**src/rtl/spi_pkg.sv**
```systemverilog
// spi_pkg -- shared definitions for the SPI slave framer: FSM state encoding
// and the depth of the pin synchronizers.
package spi_pkg;

    typedef enum logic [1:0] {
        IDLE = 2'd0,
        ADDR = 2'd1,
        DATA = 2'd2,
        DONE = 2'd3
    } state_t;

    localparam int SYNC_DEPTH = 2;

endpackage

```
**src/rtl/spi_edge_det.sv**
```systemverilog
// spi_edge_det -- SYNC_DEPTH-flop synchronizer for one asynchronous pin, plus
// single-cycle rise/fall pulses derived from the synchronized level.
module spi_edge_det
    import spi_pkg::*;
#(
    parameter bit RST_VAL = 1'b0
) (
    input  logic CLK,
    input  logic RST,
    input  logic din,
    output logic level,
    output logic rise,
    output logic fall
);

    logic [SYNC_DEPTH-1:0] sync_q;
    logic                  prev_q;

    // Synchronizer chain plus one extra flop holding the previous synced level.
    always_ff @(posedge CLK or negedge RST) begin
        if (!RST) begin
            sync_q <= {SYNC_DEPTH{RST_VAL}};
            prev_q <= RST_VAL;
        end else begin
            sync_q <= {sync_q[SYNC_DEPTH-2:0], din};
            prev_q <= sync_q[SYNC_DEPTH-1];
        end
    end

    assign level = sync_q[SYNC_DEPTH-1];
    assign rise  = level & ~prev_q;
    assign fall  = ~level & prev_q;

endmodule

```
**src/rtl/spi_slave_framer.sv**
```systemverilog
// spi_slave_framer -- SPI slave receiving {address, data} frames MSB first.
// SCLK, SS and MOSI are synchronized into CLK; all framing uses the synced
// copies, so SCLK half-periods must span at least 4 CLK periods.
// Optional feature macro: SPI_SLAVE_READBACK_EN. When defined, the received
// address is issued on RD_REQ/RD_ADDR and the returned RD_DATA is shifted out
// on MISO during the data phase. When undefined, RD_* is tied off and MISO
// echoes the previous good frame {RX_ADDR, RX_DATA} from the first bit.
module spi_slave_framer
    import spi_pkg::*;
#(
    parameter int ADDR_W = 8,
    parameter int DATA_W = 8,
    parameter int CPOL   = 0,
    parameter int CPHA   = 0
) (
    input  logic              CLK,
    input  logic              RST,
    input  logic              SCLK,
    input  logic              SS,
    input  logic              MOSI,
    output logic              MISO,
    output logic [ADDR_W-1:0] RX_ADDR,
    output logic [DATA_W-1:0] RX_DATA,
    output logic              FRAME_VALID,
    output logic              FRAME_ERR,
    output logic              RD_REQ,
    output logic [ADDR_W-1:0] RD_ADDR,
    input  logic [DATA_W-1:0] RD_DATA
);

    localparam int TOT = ADDR_W + DATA_W;
    localparam int CW  = $clog2(TOT + 2);

    localparam logic [CW-1:0] CNT_ADDR_LAST = CW'(ADDR_W - 1);
    localparam logic [CW-1:0] CNT_DATA_LAST = CW'(TOT - 1);
    localparam logic [CW-1:0] CNT_FULL      = CW'(TOT);
    localparam logic [CW-1:0] CNT_SAT       = CW'(TOT + 1);

    // Synced SCLK level right after a sample edge: rising when CPOL==CPHA.
    localparam bit SAMPLE_LVL = (CPOL == CPHA);

    state_t                state, state_nxt;
    logic   [CW-1:0]       cnt;
    logic   [TOT-1:0]      rx_sr, rx_next;
    logic   [TOT-1:0]      tx_sr, tx_nxt;

    logic                  sclk_lvl, sclk_rise, sclk_fall;
    logic                  ss_lvl, ss_rise, ss_fall;
    logic [SYNC_DEPTH-1:0] mosi_sync;
    logic                  mosi_s;
    logic [SYNC_DEPTH-1:0] settle;
    logic                  armed;
    logic                  sclk_edge, sample, shift, shift_ok, in_frame;

    spi_edge_det #(.RST_VAL(CPOL != 0)) u_sclk_det (
        .CLK   (CLK),
        .RST   (RST),
        .din   (SCLK),
        .level (sclk_lvl),
        .rise  (sclk_rise),
        .fall  (sclk_fall)
    );

    spi_edge_det #(.RST_VAL(1'b1)) u_ss_det (
        .CLK   (CLK),
        .RST   (RST),
        .din   (SS),
        .level (ss_lvl),
        .rise  (ss_rise),
        .fall  (ss_fall)
    );

    // MOSI goes through a matching chain so it stays aligned with synced SCLK.
    always_ff @(posedge CLK or negedge RST) begin
        if (!RST) mosi_sync <= '0;
        else      mosi_sync <= {mosi_sync[SYNC_DEPTH-2:0], MOSI};
    end
    assign mosi_s = mosi_sync[SYNC_DEPTH-1];

    // Arm only after the synced SS reflects the pin and has been seen high, so
    // a reset released mid-frame waits for a genuine SS falling edge.
    always_ff @(posedge CLK or negedge RST) begin
        if (!RST) begin
            settle <= '0;
            armed  <= 1'b0;
        end else begin
            settle <= {settle[SYNC_DEPTH-2:0], 1'b1};
            if (settle[SYNC_DEPTH-1] && ss_lvl) armed <= 1'b1;
        end
    end

    assign sclk_edge = sclk_rise | sclk_fall;
    assign sample    = sclk_edge && (sclk_lvl == SAMPLE_LVL) && (state != IDLE);
    assign shift     = sclk_edge && (sclk_lvl != SAMPLE_LVL) && (state != IDLE);
    // With CPHA=1 the first leading edge presents bit 0, which is already on top.
    assign shift_ok  = shift && ((CPHA == 0) || (cnt != '0));
    assign in_frame  = armed && !ss_lvl;
    assign rx_next   = {rx_sr[TOT-2:0], mosi_s};

    // FSM state register.
    always_ff @(posedge CLK or negedge RST) begin
        if (!RST) state <= IDLE;
        else      state <= state_nxt;
    end

    // FSM next state; SS rising returns to IDLE from anywhere.
    always_comb begin
        state_nxt = state;
        case (state)
            IDLE:    if (ss_fall && armed) state_nxt = ADDR;
            ADDR:    if (sample && cnt == CNT_ADDR_LAST) state_nxt = DATA;
            DATA:    if (sample && cnt == CNT_DATA_LAST) state_nxt = DONE;
            DONE:    state_nxt = DONE;
            default: state_nxt = IDLE;
        endcase
        if (ss_rise) state_nxt = IDLE;
    end

    // Sample counter (saturating) and receive shift register.
    always_ff @(posedge CLK or negedge RST) begin
        if (!RST) begin
            cnt   <= '0;
            rx_sr <= '0;
        end else if (state == IDLE) begin
            cnt <= '0;
        end else if (sample) begin
            if (cnt != CNT_SAT)  cnt   <= cnt + CW'(1);
            if (cnt < CNT_FULL)  rx_sr <= rx_next;
        end
    end

    // Frame completion: exact bit count publishes the frame, anything else errors.
    always_ff @(posedge CLK or negedge RST) begin
        if (!RST) begin
            FRAME_VALID <= 1'b0;
            FRAME_ERR   <= 1'b0;
            RX_ADDR     <= '0;
            RX_DATA     <= '0;
        end else begin
            FRAME_VALID <= 1'b0;
            FRAME_ERR   <= 1'b0;
            if (ss_rise && state != IDLE) begin
                if (cnt == CNT_FULL) begin
                    FRAME_VALID <= 1'b1;
                    RX_ADDR     <= rx_sr[TOT-1:DATA_W];
                    RX_DATA     <= rx_sr[DATA_W-1:0];
                end else begin
                    FRAME_ERR <= 1'b1;
                end
            end
        end
    end

`ifdef SPI_SLAVE_READBACK_EN
    logic [1:0] rd_pend;

    // Readback request after the last address sample; RD_DATA is taken two
    // cycles after the RD_REQ pulse.
    always_ff @(posedge CLK or negedge RST) begin
        if (!RST) begin
            RD_REQ  <= 1'b0;
            RD_ADDR <= '0;
            rd_pend <= '0;
        end else begin
            RD_REQ  <= 1'b0;
            rd_pend <= {rd_pend[0], RD_REQ};
            if (state == ADDR && sample && cnt == CNT_ADDR_LAST) begin
                RD_REQ  <= 1'b1;
                RD_ADDR <= rx_next[ADDR_W-1:0];
            end
        end
    end

    // TX word: cleared while idle; the readback word is loaded one slot below
    // the top so the next shift edge puts its MSB on MISO.
    always_comb begin
        tx_nxt = tx_sr;
        if (state == IDLE && ss_lvl) begin
            tx_nxt = '0;
        end else if (rd_pend[1]) begin
            tx_nxt                  = '0;
            tx_nxt[TOT-1]           = tx_sr[TOT-1];
            tx_nxt[TOT-2 -: DATA_W] = RD_DATA;
        end else if (shift_ok) begin
            tx_nxt = tx_sr << 1;
        end
    end
`else
    logic unused_rd_data;
    assign unused_rd_data = ^RD_DATA;
    assign RD_REQ         = 1'b0;
    assign RD_ADDR        = '0;

    // TX word: reloaded with the last good frame while idle, shifted in-frame.
    always_comb begin
        tx_nxt = tx_sr;
        if (state == IDLE && ss_lvl) tx_nxt = {RX_ADDR, RX_DATA};
        else if (shift_ok)           tx_nxt = tx_sr << 1;
    end
`endif

    // TX register and MISO; MISO is forced low whenever SS is high.
    always_ff @(posedge CLK or negedge RST) begin
        if (!RST) begin
            tx_sr <= '0;
            MISO  <= 1'b0;
        end else begin
            tx_sr <= tx_nxt;
            MISO  <= in_frame ? tx_sr[TOT-1] : 1'b0;
        end
    end

endmodule

```
**config.mk**
```make
export PLATFORM = sky130hd
export DESIGN_NAME = spi_slave_framer
export DESIGN_NICKNAME = d
export VERILOG_FILES = /design/src/rtl/spi_pkg.sv /design/src/rtl/spi_edge_det.sv /design/src/rtl/spi_slave_framer.sv
export SDC_FILE = /design/constraint.sdc
export NUM_CORES = 1
export LEC_CHECK = 0
export CAP_MARGIN = 20
export CORE_MARGIN = 5
export CORE_UTILIZATION = 54
export CTS_CLUSTER_DIAMETER = 100
export CTS_CLUSTER_SIZE = 14
export DETAILED_ROUTE_END_ITERATION = 8
export PLACE_DENSITY = 0.88
export RECOVER_POWER = 100
export REMOVE_ABC_BUFFERS = 1
export SLEW_MARGIN = 20
export SYNTH_ARGS = -nofsm -noshare
export SYNTH_HDL_FRONTEND = slang
export SYNTH_HIERARCHICAL = 1
export SYNTH_SLANG_ARGS = --single-unit
```
**constraint.sdc**
```tcl
create_clock -name CLK -period 2.71 [get_ports CLK]
set_input_delay 0.542 -clock CLK [delete_from_list [all_inputs] [get_ports CLK]]
set_output_delay 0.542 -clock CLK [all_outputs]
set_load 0.01 [all_outputs]
```
==> run metrics, run 1 <==
Synth Instances=205; ANT nets after route=0; H-tree Lvls=3; setup ws final=0.447 ns; startpoint types=flop; pre-CTS WS=0.780 ns; diodes inserted=0; crit path kind=reg2reg; WP data required=2.94 ns; Worst Hold Path Cells=0; Num CTS Buffers=9; antenna violations before repair=0; CP Cell Sequence=or3b_1 > clkbuf_1 > mux2_1 > mux2_4; CTS tree=built; sequential area share after synthesis=57.5%; reg2reg path depth=4; Final Max Tran Viols=70; nets=255; Hold Vio Cnt, Final=0; RSZ-0062 raised after global routing=false; Pwr Density=679 nW/um^2; P_leak=1.70 nW; TNS Setup=0 ns; Final Cycle Share=83.5%; most frequent cells in the layout=66 x dfrtp_1, 44 x mux2_2, 22 x dlygate4sd3_1; CTS Hold Bufs=0; min Tclk post-route=2.26 ns; Root Buffer=clkbuf_8; number of global-route vias before repair=1721; clock sinks=69; slowest cell on the critical path=dfstp_1; synthesis-stage register bit count=69; violated checks=max-capacitance violations, max-slew violations; Overflow after GRT=0; # Post-CTS Setup Buffers=0; CP arrival=2.49 ns; Slew @ Worst Pin=1.60 ns; final setup fails=0; Synth Area per Inst=14.7 sq um; VDD IR max=333 uV; Worst-path clk slew=0.08 ns; Max FO, Critical Path=16; placed cell area=3290 sq um; post-synthesis instance area=3010 sq um; Finished Cell Area=3450 sq um; post-CTS sizing=0; clk_lat worst skew=0.34 ns; RD Place Congestion=0.780; WP depth=4; fmax=442 MHz; Vias/cell=5.14; Worst Clk Skew=0.00785 ns; DR pass1 iterations=4; delay-heaviest family, CP=multiplexers; total wire length=4.71 mm; fin util=63.0%; largest net degree at the start of global routing=70; Chip Width=84.7 um; share of post-route cells with drive strength above 1=34.2%; Max-cap violations=1; layout overhead on the synthesized area=14.5%; io pins=41; GRT Resource Usage Total=14.6%; routed len/inst=14.9 um; Post-DP HPWL=3.06 mm; drc violations=0; CP Buf/Inv Count=1; critical path endpoint category=flop; I/O Buffers=23; status=finished with violations; Die Footprint=7170 sq um; clock buffer depth=2; num rows=27; number of library cell types mapped by synthesis=39; Yosys Warn Count=6; worst hold path type=reg2reg; first-pass GRT wire length=8.30 mm; Rel. slew slack=-6.54%; commonest non-fill, non-tap cell in the layout=dfrtp_1; total core area=5470 sq um; die boundary height=84.7 um; via count=1619; crit-path max cell delay=0.61 ns; Iteration-0 DRC Markers=87; Initial Util=55.0%
sequential cells by signal, summed over array words and instances (netlist names):
signal / cells
state: 2
cnt: 5
mosi_sync: 2
FRAME_VALID: 1
RX_DATA: 8
settle: 2
u_sclk_det/prev_q: 1
u_ss_det/sync_q: 2
tx_sr: 16
RX_ADDR: 8
MISO: 1
FRAME_ERR: 1
armed: 1
u_sclk_det/sync_q: 2
u_ss_det/prev_q: 1
rx_sr: 16
stage by stage:
step	power, mW	cells	hold WS (ns)
2_1_floorplan	1.35	197	0.246
3_3_place_gp	1.44	299	0.335
3_5_place_dp	1.45	299	0.339
4_1_cts	2.37	315	0.219
5_1_grt	2.43	315	0.359
6_report	2.34	315	0.353
path summary, 6_finish.rpt:
check	startpoint	to	slack [ns]
setup / recovery	u_ss_det/sync_q[1]$_DFF_PN1_	tx_sr[8]$_DFFE_PN0P_	0.45
hold / removal	u_sclk_det/sync_q[0]$_DFF_PN0_	u_sclk_det/sync_q[1]$_DFF_PN0_	0.35
setup reg to reg	u_ss_det/sync_q[1]$_DFF_PN1_	tx_sr[8]$_DFFE_PN0P_	0.45
hold reg to reg	u_sclk_det/sync_q[0]$_DFF_PN0_	u_sclk_det/sync_q[1]$_DFF_PN0_	0.35
max in group asynchronous	RST	tx_sr[6]$_DFFE_PN0P_	1.07
min in group asynchronous	RST	mosi_sync[1]$_DFF_PN0_	0.69
cells by family after synthesis:
group,Yosys count,synth area share [%]
fa+ha+maj,4,1.66
other cells,2,0.249
mux,62,25.4
compound gates,17,3.74
simple gates,28,6.11
flops,69,57.5
buf+inv,23,5.32
metal layers:
| metal | up-vias | part of all wire (%) | routed length (um) | GRT usage [%] |
|---|---|---|---|---|
| met5 | - | 0 | 0 | 0 |
| met4 | 0 | 2.4 | 112 | 8.63 |
| met3 | 10 | 3.9 | 184 | 2.36 |
| met2 | 35 | 48 | 2260 | 22.6 |
| met1 | 811 | 46 | 2150 | 19.3 |
| li1 | 763 | - | - | - |
cell usage after synthesis:
library cell / n / area (sq um)
a211oi_1: 1 / 7.51
a21o_1: 1 / 7.51
a21oi_1: 3 / 15.0
a22o_1: 1 / 8.76
and2b_2: 2 / 17.5
and3_1: 2 / 12.5
buf_12: 1 / 20.0
buf_2: 1 / 5.00
buf_4: 11 / 82.6
buf_6: 2 / 22.5
clkbuf_1: 1 / 3.75
conb_1: 2 / 7.51
dfrtp_1: 66 / 1650
dfstp_2: 3 / 78.8
ha_1: 4 / 50.1
inv_1: 7 / 26.3
mux2_2: 44 / 495
mux2_4: 18 / 270
nand2_1: 5 / 18.8
nand2b_1: 1 / 6.26
nand3_1: 1 / 5.00
nand3b_1: 1 / 7.51
nand4bb_1: 1 / 11.3
nor2_1: 2 / 7.51
nor2b_1: 3 / 18.8
nor3_2: 2 / 20.0
nor3b_1: 1 / 7.51
nor4_1: 1 / 6.26
nor4bb_1: 1 / 10.0
o211ai_1: 1 / 7.51
o21ai_0: 4 / 20.0
o21ai_2: 1 / 8.76
o221a_2: 1 / 11.3
o22ai_1: 3 / 18.8
o31ai_1: 1 / 7.51
or2_2: 1 / 6.26
or3_1: 2 / 12.5
or3b_1: 1 / 8.76
or4_1: 1 / 7.51
area by class of cell:
| class | count | area [sq um] |
|---|---|---|
| Clock buffer | 9 | 124 |
| Clock inverter | 7 | 100 |
| Fill cell | 419 | 2030 |
| Inverter | 7 | 26.3 |
| Multi-Input combinational cell | 121 | 1110 |
| Sequential cell | 69 | 1730 |
| Tap cell | 72 | 90.1 |
| Timing Repair Buffer | 30 | 265 |
report_power, final:
group | switching [mW] | internal, mW | total [mW] | leakage (nW)
registers | 0.0544 | 1.11 | 1.17 | 0.921
clock network | 0.409 | 0.521 | 0.929 | 0.102
logic | 0.119 | 0.125 | 0.244 | 0.681
total | 0.582 | 1.76 | 2.34 | 1.70
(Power assumes the default switching activity.)
==> inputs of run 2 (changes only) <==
Settings changed: CORE_UTILIZATION 54 to 49, PLACE_DENSITY 0.88 to 0.84.
Clock period 2.71 ns to 1.9 ns, I/O delays scaled along.
==> run metrics, run 2 (synthesis results as in run 1) <==
H-tree Lvls=3 (unchanged); final setup fails=0 (unchanged); Iteration-0 DRC Markers=37 (-57%); slowest cell on the critical path=dfstp_1; Vias/cell=5.19 (+1.0%); first-pass GRT wire length=8.40 mm (+1.2%); worst hold path type=reg2reg; startpoint types=flop; met3 usage=4.00% (+1.6 points); Root Buffer=clkbuf_8; Num CTS Buffers=9 (unchanged); Worst Clk Skew=0.00648 ns (-0.00137 ns); Post-DP HPWL=3.30 mm (+7.7%); commonest non-fill, non-tap cell in the layout=dfrtp_1; Overflow after GRT=0 (unchanged); Max FO, Critical Path=7 (-9); Max-cap violations=0 (-1); io pins=41 (unchanged); Chip Width=88.4 um (+4.4%); total power draw=3.08 mW (+32%); most frequent cells in the layout=66 x dfrtp_1, 44 x mux2_2, 22 x dlygate4sd3_1; P_leak=1.76 nW (+3.0%); reg2reg path depth=4 (unchanged); CP arrival=2.05 ns (-0.44 ns); # Post-CTS Setup Buffers=0 (unchanged); num rows=28 (+3.7%); fmax=544 MHz (+23%); CTS tree=built; Worst Hold Path Cells=0 (unchanged); Top Usage Layer GRT=met2; top flop regs=rx_sr (16), tx_sr (16); routed len/inst=15.2 um (+1.5%); hold_sp=mosi_sync[0]$_DFF_PN0_; total wire length=4.90 mm (+4.1%); CP startpoint=u_ss_det/sync_q[1]$_DFF_PN1_; WP data required=2.11 ns (-0.83 ns); worst r2r src=u_ss_det/sync_q[1]$_DFF_PN1_; drc violations=0 (unchanged); global routing usage on met2=22.0% (-0.68 points); CP Cell Sequence=or3b_1 > buf_4 > mux2_1 > mux2_4; delay-heaviest family, CP=multiplexers; clk_lat worst skew=0.33 ns (about the same); min Tclk post-route=1.84 ns (-0.424 ns); VDD IR max=443 uV (+33%); crit-path max cell delay=0.53 ns (-0.08 ns); met1 Use GR=18.0% (-1.2 points); RSZ-0062 raised after global routing=false; number of global-route vias before repair=1805 (+4.9%); share of post-route cells with drive strength above 1=38.7% (+4.6 points); nets=262 (+2.7%); Final Max Tran Viols=0 (-100%); ANT nets after route=0 (unchanged); Slew @ Worst Pin=1.46 ns (-0.138 ns); Fillers=462 (+10%); diodes inserted=0 (unchanged); CP Buf/Inv Count=1 (unchanged); via count=1677 (+3.6%); die boundary height=88.4 um (+4.4%); Worst-path clk slew=0.06 ns (-0.02 ns); Hold EP=mosi_sync[1]$_DFF_PN0_; Initial Util=50.5% (-4.5 points); Pwr Density=880 nW/um^2 (+30%); DP Cell Count=309 (+3.3%); status=completed; largest net degree at the start of global routing=70 (unchanged); crit path kind=reg2reg; DR pass1 iterations=4 (unchanged); antenna violations before repair=0 (unchanged); Crit Reg-Reg Endpoint=tx_sr[14]$_DFFE_PN0P_; clock buffer depth=2 (unchanged); Final Cycle Share=96.8% (+13 points); I/O Buffers=23 (unchanged); Hold Vio Cnt, Final=0 (unchanged); RD Place Congestion=0.809 (+3.7%); Rel. slew slack=2.68% (+9.2 points); Die Footprint=7810 sq um (+9.0%); Post-Layout Cell Count=323 (+2.5%); layout overhead on the synthesized area=16.4%; critical path endpoint category=flop; GRT Resource Usage Total=14.3% (-0.25 points); total core area=5960 sq um (+8.8%); reg2reg setup slack=0.06 ns (-0.39 ns); clock sinks=69 (unchanged)
-- run 2: cell count changes in the layout (fill, tap and decap cells not counted), moves of 2 or more --
cell and change:
clkinvlp_4 -3, nor3_1 -2, clkbuf_2 -2, mux2_4 +4, clkinv_2 +2, bufinv_16 -2
mux2_1 -4, clkbuf_8 +2, clkinv_4 -2, buf_4 +7
-- run 2: through the flow --
stage                     utilization, %  setup WS (ns)  hold WS (ns)  instance area (sq um)  setup TNS [ns]
after global placement              56.3         0.0834         0.333                   3360               0
final                               58.8         0.0610         0.348                   3500               0
after global routing                58.8         0.0210         0.367                   3500               0
after floorplan                        -         -0.301        0.0844                   2910          -11.20
after detailed placement            56.3         0.0790         0.336                   3360               0
after CTS                           59.1        0.00278        0.0659                   3520               0
-- run 2: worst max path at each step --
stage                     cells after the start                     end  slack [ns]
after CTS                                     6  RX_ADDR[5]$_DFFE_PN0P_       0.003
after global routing                          4   tx_sr[14]$_DFFE_PN0P_        0.02
after global placement                        6  RX_ADDR[1]$_DFFE_PN0P_        0.08
after floorplan                               4    rx_sr[0]$_DFFE_PN0P_       -0.30
after detailed placement                      6  RX_ADDR[5]$_DFFE_PN0P_        0.08
final                                         4   tx_sr[14]$_DFFE_PN0P_        0.06
-- run 2: layout make-up --
type                       count  area [sq um]  share of cell area [%]
clock inverter                 2          10.0                   0.286
tap                           75          93.8                    2.68
multi-input combinational    121          1140                    32.6
timing repair buffer          37           344                    9.82
clock buffer                  12           155                    4.43
inverter                       7          26.3                   0.750
sequential                    69          1730                    49.4
-- run 2: where the power goes --
group	switching, mW	internal [mW]
logic	0.185	0.208
registers	0.0779	1.59
clock network	0.500	0.527
total	0.763	2.32
-- run 2: timing repair --
action / CTS / global route
resized for setup: 0 / 3
setup endpoints to repair: 0 / 16
hold buffers: 0 / 0
-- run 2: worst reg2reg max path, cell delays in order (launching register included) --
cell and delay (ns):
dfstp_1 0.53, or3b_1 0.41, buf_4 0.21, mux2_1 0.32, mux2_4 0.25
-- run 2: metal layers --
layer,routed length [um],vias up
met4,106,0
met2,2280,48
met5,0,-
li1,-,781
met1,2220,838
met3,289,10
